<file path="config.mk">
export PLATFORM = sky130hd
export DESIGN_NAME = div_pipe_arbiter
export DESIGN_NICKNAME = d
export VERILOG_FILES = /design/src/rtl/div_pipe_arbiter.sv
export SDC_FILE = /design/constraint.sdc
export NUM_CORES = 1
export LEC_CHECK = 0
export ABC_CLOCK_PERIOD_IN_PS = 11000
export CORE_AREA = 5 5 611 613
export CTS_BUF_LIST = sky130_fd_sc_hd__clkbuf_4
export CTS_CLUSTER_SIZE = 25
export DETAILED_ROUTE_END_ITERATION = 10
export DIE_AREA = 0 0 616 618
export PLACE_DENSITY_LB_ADDON = 0.1
export REMOVE_ABC_BUFFERS = 1
export SYNTH_ARGS = -nofsm -noshare
export SYNTH_HDL_FRONTEND = slang
export SYNTH_SLANG_ARGS = --single-unit
</file>
<file path="constraint.sdc">
create_clock -name clk -period 11 [get_ports clk]
set_clock_uncertainty 0.15 [all_clocks]
set_input_delay 3.3 -clock clk [delete_from_list [all_inputs] [get_ports clk]]
set_output_delay 3.3 -clock clk [all_outputs]
set_load 0.02 [all_outputs]
</file>
<file path="src/rtl/div_pipe_arbiter.sv">
// Round-robin arbiter sharing one pipelined divider among NREQ requesters, with in-order tag FIFO.
// Define DIV_PIPE_ARBITER_PERF_EN to add grant_count/stall_count performance counters.
module div_pipe_arbiter #(
    parameter int unsigned NREQ    = 4,
    parameter int unsigned WIDTH   = 128,
    parameter int unsigned MAX_OUT = 16
) (
    input  logic                         clk,
    input  logic                         rst,
    input  logic [NREQ-1:0]              req_valid,
    input  logic [NREQ*WIDTH-1:0]        req_dividend,
    input  logic [NREQ*WIDTH-1:0]        req_divisor,
    output logic [NREQ-1:0]              req_ready,
    output logic                         div_start,
    output logic [WIDTH-1:0]             div_dividend,
    output logic [WIDTH-1:0]             div_divisor,
    input  logic                         div_data_valid,
    input  logic [WIDTH-1:0]             div_quotient,
    input  logic                         div_by_zero,
    output logic [NREQ-1:0]              rsp_valid,
    output logic [WIDTH-1:0]             rsp_quotient,
    output logic                         rsp_div_by_zero,
    output logic [$clog2(MAX_OUT+1)-1:0] outstanding,
    output logic                         err_orphan
`ifdef DIV_PIPE_ARBITER_PERF_EN
    ,
    output logic [NREQ-1:0][31:0]        grant_count,
    output logic [31:0]                  stall_count
`endif
);

    localparam int unsigned IW = (NREQ > 1) ? $clog2(NREQ) : 1;
    localparam int unsigned PW = (MAX_OUT > 1) ? $clog2(MAX_OUT) : 1;
    localparam int unsigned CW = $clog2(MAX_OUT + 1);

    logic [IW-1:0]    prio_q;  // requester with the highest priority this cycle
    logic [IW-1:0]    gnt_idx;
    logic             gnt_found;
    logic [IW-1:0]    tag_mem [MAX_OUT];
    logic [PW-1:0]    wr_ptr_q;
    logic [PW-1:0]    rd_ptr_q;
    logic [CW-1:0]    count_q;
    logic             fifo_empty;
    logic             fifo_full;
    logic             pop;
    logic             accept;
    logic [WIDTH-1:0] sel_dividend;
    logic [WIDTH-1:0] sel_divisor;

    function automatic logic [PW-1:0] ptr_inc(input logic [PW-1:0] p);
        return (p == PW'(MAX_OUT - 1)) ? '0 : p + 1'b1;
    endfunction

    always_comb begin
        int unsigned   cand;
        logic [IW-1:0] cand_idx;
        cand      = 0;
        cand_idx  = '0;
        gnt_idx   = '0;
        gnt_found = 1'b0;
        for (int unsigned k = 0; k < NREQ; k++) begin
            cand = 32'(prio_q) + k;
            if (cand >= NREQ) cand = cand - NREQ;
            cand_idx = cand[IW-1:0];
            if (!gnt_found && req_valid[cand_idx]) begin
                gnt_found = 1'b1;
                gnt_idx   = cand_idx;
            end
        end
    end

    always_comb begin
        sel_dividend = '0;
        sel_divisor  = '0;
        for (int unsigned i = 0; i < NREQ; i++) begin
            if (gnt_idx == IW'(i)) begin
                sel_dividend = req_dividend[i*WIDTH +: WIDTH];
                sel_divisor  = req_divisor[i*WIDTH +: WIDTH];
            end
        end
    end

    assign fifo_empty = (count_q == '0);
    assign fifo_full  = (count_q == CW'(MAX_OUT));
    assign pop        = div_data_valid && !fifo_empty;
    // A pop in the same cycle frees a slot, so a full FIFO can still accept.
    assign accept     = gnt_found && (!fifo_full || pop) && !rst;

    always_comb begin
        req_ready          = '0;
        req_ready[gnt_idx] = accept;
    end

    assign outstanding = count_q;

    always_ff @(posedge clk) begin
        if (accept) tag_mem[wr_ptr_q] <= gnt_idx;
    end

    always_ff @(posedge clk) begin
        if (rst) begin
            prio_q          <= '0;
            wr_ptr_q        <= '0;
            rd_ptr_q        <= '0;
            count_q         <= '0;
            div_start       <= 1'b0;
            div_dividend    <= '0;
            div_divisor     <= '0;
            rsp_valid       <= '0;
            rsp_quotient    <= '0;
            rsp_div_by_zero <= 1'b0;
            err_orphan      <= 1'b0;
        end else begin
            div_start <= accept;
            if (accept) begin
                div_dividend <= sel_dividend;
                div_divisor  <= sel_divisor;
                wr_ptr_q     <= ptr_inc(wr_ptr_q);
                prio_q       <= (gnt_idx == IW'(NREQ - 1)) ? '0 : gnt_idx + 1'b1;
            end
            rsp_valid <= '0;
            if (pop) begin
                rsp_valid[tag_mem[rd_ptr_q]] <= 1'b1;
                rsp_quotient                 <= div_quotient;
                rsp_div_by_zero              <= div_by_zero;
                rd_ptr_q                     <= ptr_inc(rd_ptr_q);
            end
            // Results with no pending tag are dropped and flagged.
            if (div_data_valid && fifo_empty) err_orphan <= 1'b1;
            case ({accept, pop})
                2'b10:   count_q <= count_q + 1'b1;
                2'b01:   count_q <= count_q - 1'b1;
                default: count_q <= count_q;
            endcase
        end
    end

`ifdef DIV_PIPE_ARBITER_PERF_EN
    always_ff @(posedge clk) begin
        if (rst) begin
            grant_count <= '0;
            stall_count <= '0;
        end else begin
            for (int unsigned i = 0; i < NREQ; i++) begin
                if (accept && gnt_idx == IW'(i) && grant_count[i] != '1) begin
                    grant_count[i] <= grant_count[i] + 1'b1;
                end
            end
            if ((|req_valid) && !accept && stall_count != '1) begin
                stall_count <= stall_count + 1'b1;
            end
        end
    end
`endif

endmodule

</file>
==> report_table.html <==
<table>
<tr><th>Metric</th><th>Value</th></tr>
<tr><th colspan="2">Synthesis</th></tr>
<tr><td>Register area share after synthesis</td><td>0.392</td></tr>
<tr><td>Mapped Area</td><td>about 23,000 µm²</td></tr>
<tr><td>Synthesis warning total</td><td>0</td></tr>
<tr><td>Top FF cell, synth</td><td>sky130_fd_sc_hd__dfxtp_1</td></tr>
<tr><td>#FFs+latches synth</td><td>about 440</td></tr>
<tr><td>Syn Inst Count</td><td>2,837</td></tr>
<tr><td>Number of distinct library cells after synthesis</td><td>50</td></tr>
<tr><td>Number of enable flip-flop cells after synthesis</td><td>32</td></tr>
<tr><td>Proportion of register bits with asynchronous set or reset after synthesis</td><td>0</td></tr>
<tr><td>Mean Syn Cell Area</td><td>around 8 µm²</td></tr>
<tr><th colspan="2">Pwr</th></tr>
<tr><td>Maximum vdd ir drop</td><td>between 0.1 and 0.15 mV</td></tr>
<tr><td>Power consumption</td><td>10.2 mW</td></tr>
<tr><td>Lkg Pwr</td><td>about 16 nW</td></tr>
<tr><td>Total power per unit cell area</td><td>220 nW/µm²</td></tr>
<tr><th colspan="2">Routing</th></tr>
<tr><td>Antenna-violating nets left</td><td>0</td></tr>
<tr><td>Routed wire per std cell</td><td>25.7 µm</td></tr>
<tr><td>Drt first-iter violations</td><td>between 1,000 and 1,500</td></tr>
<tr><td>Number of search-and-repair iterations in the first detailed-routing pass</td><td>5</td></tr>
<tr><td>Detailed-route via count</td><td>29,432</td></tr>
<tr><td>Vias per inst</td><td>~3.2</td></tr>
<tr><td>Final routed DRC violation total</td><td>0</td></tr>
<tr><td>Aggregate routed wire length</td><td>239 mm</td></tr>
<tr><th colspan="2">Layout</th></tr>
<tr><td>Area delta synth-&gt;final</td><td>98.5%</td></tr>
<tr><td>Most common cell after layout, fill and taps aside</td><td>sky130_fd_sc_hd__clkdlybuf4s50_1</td></tr>
<tr><td>Final #Nets</td><td>between 5,000 and 6,000</td></tr>
<tr><td>Post-route insts no fill</td><td>a little over 9,000</td></tr>
<tr><td>Top library cells by usage in the layout, fill and taps aside</td><td>sky130_fd_sc_hd__clkdlybuf4s50_1, sky130_fd_sc_hd__dfxtp_1, sky130_fd_sc_hd__a21oi_1</td></tr>
<tr><td>Multi-input combinational cell area</td><td>about 12,000 µm²</td></tr>
<tr><td># fillers</td><td>42,203</td></tr>
<tr><td>Footprint of the flip-flops and latches</td><td>9170 µm²</td></tr>
<tr><td>Share of layout cells above drive strength 1</td><td>0.0971</td></tr>
<tr><th colspan="2">GRT</th></tr>
<tr><td>Vias in the first global route</td><td>slightly above 30,000</td></tr>
<tr><td>Met3 GRT Util</td><td>0.0491</td></tr>
<tr><td>Antenna violations before repair</td><td>around 150</td></tr>
<tr><td>Maximum number of pins on one net before global-route repair</td><td>roughly 140</td></tr>
<tr><td>Wire length of the first global-routing pass</td><td>approximately 310 mm</td></tr>
<tr><td>Total GRT Usage</td><td>0.119</td></tr>
<tr><td>Routing usage on met2</td><td>0.217</td></tr>
<tr><td>Grt peak-use layer</td><td>met2</td></tr>
<tr><td>GR Overflow Total</td><td>0</td></tr>
<tr><td>Global routing usage on met1</td><td>0.121</td></tr>
<tr><th colspan="2">Placement</th></tr>
<tr><td>Count of input and output buffers</td><td>1,559</td></tr>
<tr><td>HPWL after DPL</td><td>around 190 mm</td></tr>
<tr><td>Routability-driven placement congestion ratio</td><td>0.774</td></tr>
<tr><td>Cell Count Post-Placement</td><td>8,969</td></tr>
<tr><th colspan="2">Timing</th></tr>
<tr><td>Worst slack on hold paths</td><td>between 300 and 400 ps</td></tr>
<tr><td>Worst relative slew slack</td><td>0.180</td></tr>
<tr><td># setup viols final</td><td>0</td></tr>
<tr><td>Final min period</td><td>9280 ps</td></tr>
<tr><td>FMAX</td><td>approximately 0.11 GHz</td></tr>
<tr><td>Final clock period utilization by the worst path</td><td>0.843</td></tr>
<tr><td>Max Slew Vio Count</td><td>0</td></tr>
<tr><td>Worst Tran Pin Value</td><td>1230 ps</td></tr>
<tr><td>Final Hold Fails</td><td>0</td></tr>
<tr><td>Unrepaired setup endpoints after global routing</td><td>false</td></tr>
<tr><th colspan="2">CTS</th></tr>
<tr><td>Number of gates resized after CTS</td><td>0</td></tr>
<tr><td>Clock sink count</td><td>442</td></tr>
<tr><td>Number of buffers inserted for hold repair after clock tree synthesis</td><td>0</td></tr>
<tr><td>Cell chosen for the clock root</td><td>sky130_fd_sc_hd__clkbuf_4</td></tr>
<tr><td>Level count of the clock H-tree</td><td>4</td></tr>
<tr><td>Worst skew pair latency</td><td>~1200 ps</td></tr>
<tr><td>Reg clk slew, reported paths</td><td>50 ps</td></tr>
<tr><td>Clock tree buffer depth</td><td>4</td></tr>
<tr><td>Clock buffers created by TritonCTS</td><td>approximately 180</td></tr>
<tr><td>Total setup buffers inserted after CTS</td><td>0</td></tr>
<tr><td>Clock tree from TritonCTS</td><td>yes</td></tr>
<tr><th colspan="2">Worst setup path</th></tr>
<tr><td>Biggest fanout along the worst timing path</td><td>18</td></tr>
<tr><td>Category of the worst setup path launch point</td><td>input pin</td></tr>
<tr><td>Endpoint type of the worst setup path</td><td>primary output</td></tr>
<tr><td>Critical path required time</td><td>roughly 7600 ps</td></tr>
<tr><td>Arrival time of data at the critical path endpoint</td><td>5830 ps</td></tr>
<tr><td>Critical Setup Path Class</td><td>in2out</td></tr>
<tr><th colspan="2">Floorplan</th></tr>
<tr><td>Ports placed on the boundary</td><td>around 1,600</td></tr>
<tr><td>Die H</td><td>618 µm</td></tr>
<tr><td>Total number of placement rows</td><td>~220</td></tr>
<tr><td>Placeable core region</td><td>roughly 370,000 µm²</td></tr>
<tr><td>Starting Density</td><td>0.0636</td></tr>
<tr><td>Die Footprint</td><td>about 380,000 µm²</td></tr>
<tr><td>Die Width</td><td>between 600 and 700 µm</td></tr>
<tr><th colspan="2">Worst hold path</th></tr>
<tr><td>HP Class</td><td>reg2reg</td></tr>
<tr><th colspan="2">Run</th></tr>
<tr><td>Maxcap violations</td><td>0</td></tr>
<tr><th colspan="2">Status</th></tr>
<tr><td>Result of the run</td><td>finished, final reports clean</td></tr>
</table>
[power by group]
part	internal [mW]	leakage (nW)	switching, mW
Sequential	2.15	3.67	0.362
Clock	1.02	1.20	1.04
Combinational	2.26	11.5	3.38
Total	5.43	16.4	4.78
[through the flow]
stage / setup TNS (ps) / utilization / setup slack (ps) / cell area [µm²]
2_1_floorplan: -2512590 / - / -9790 / 22000
3_3_place_gp: 0 / 0.120 / 1600 / 44200
3_5_place_dp: 0 / 0.120 / 1660 / 44200
4_1_cts: 0 / 0.126 / 1650 / 46200
5_1_grt: 0 / 0.126 / 1500 / 46300
6_report: 0 / 0.126 / 1720 / 46400
[path summary, 6_finish.rpt]
check | slack (ps) | cells past startpoint | start | end
min | 300 | 2 | rsp_quotient[82]$_SDFFE_PP0N_ | rsp_quotient[82]$_SDFFE_PP0N_
max | 1720 | 8 | req_valid[0] | req_ready[3]
min reg2reg | 300 | 2 | rsp_quotient[82]$_SDFFE_PP0N_ | rsp_quotient[82]$_SDFFE_PP0N_
max reg2reg | 5540 | 12 | prio_q[1]$_SDFFE_PP0P_ | div_dividend[53]$_SDFFE_PP0P_
[per-layer routing]
metal  wire length [µm]  up-vias
li1                   -    13509
met1              85400    14342
met2             126000     1056
met3              20000      423
met4               7370      102
met5                625        -
[worst max-delay path, stage by stage]
cell	delay (ps)
sky130_fd_sc_hd__clkdlybuf4s50_1	470
sky130_fd_sc_hd__a21oi_1	170
sky130_fd_sc_hd__nor2_1	60
sky130_fd_sc_hd__nor2_1	130
sky130_fd_sc_hd__o22a_1	690
sky130_fd_sc_hd__ha_4	230
sky130_fd_sc_hd__and2_1	140
sky130_fd_sc_hd__clkdlybuf4s50_1	640
[cells in the mapped netlist, drive strengths merged (2+ instances only)]
cell type | number | area, µm²
edfxtp | 32 | 961
mux2 | 3 | 33.8
a41oi | 2 | 17.5
or3 | 2 | 12.5
nor3 | 8 | 40.0
a211o | 256 | 2240
nand3 | 6 | 30.0
and2 | 4 | 25.0
inv | 265 | 995
mux2i | 4 | 40.0
or4 | 2 | 15.0
nor2 | 280 | 1050
buf | 53 | 354
nand2b | 6 | 37.5
o221ai | 2 | 17.5
and3b | 2 | 17.5
a221oi | 256 | 2240
a31oi | 3 | 18.8
nand3b | 4 | 30.0
o21ai | 4 | 35.0
nand2 | 275 | 1030
a21oi | 397 | 1990
xor2 | 4 | 35.0
clkbuf | 258 | 968
nor2b | 5 | 31.3
a211oi | 256 | 2420
nor4 | 5 | 31.3
ha | 12 | 150
dfxtp | 410 | 8210
mux4 | 8 | 180
[logic make-up after synthesis]
group | count (synthesis) | synth area share
buf+inv | 576 | 0.0992
mux | 15 | 0.0109
fa+ha+maj | 12 | 0.00643
simple gates | 603 | 0.102
xor+xnor | 4 | 0.00150
flops | 442 | 0.392
compound gates | 1185 | 0.388
[state kept, by name (all words and copies together) (netlist names), 2 cells and up, named ones only]
signal,count
outstanding,5
div_divisor,128
rsp_quotient,128
rd_ptr_q,4
rsp_valid,4
prio_q,2
tag_mem,32
wr_ptr_q,4
div_dividend,128
[area by class of cell]
| cell class | instances | share of cell area |
|---|---|---|
| Timing Repair Buffer | 1606 | 0.346 |
| Tap cell | 4837 | 0.130 |
| Clock inverter | 26 | 0.00313 |
| Multi-Input combinational cell | 1819 | 0.257 |
| Antenna cell | 68 | 0.00367 |
| Sequential cell | 442 | 0.198 |
| Clock buffer | 249 | 0.0403 |
| Inverter | 265 | 0.0215 |
Note: power is estimated with default switching activity, not from simulation.
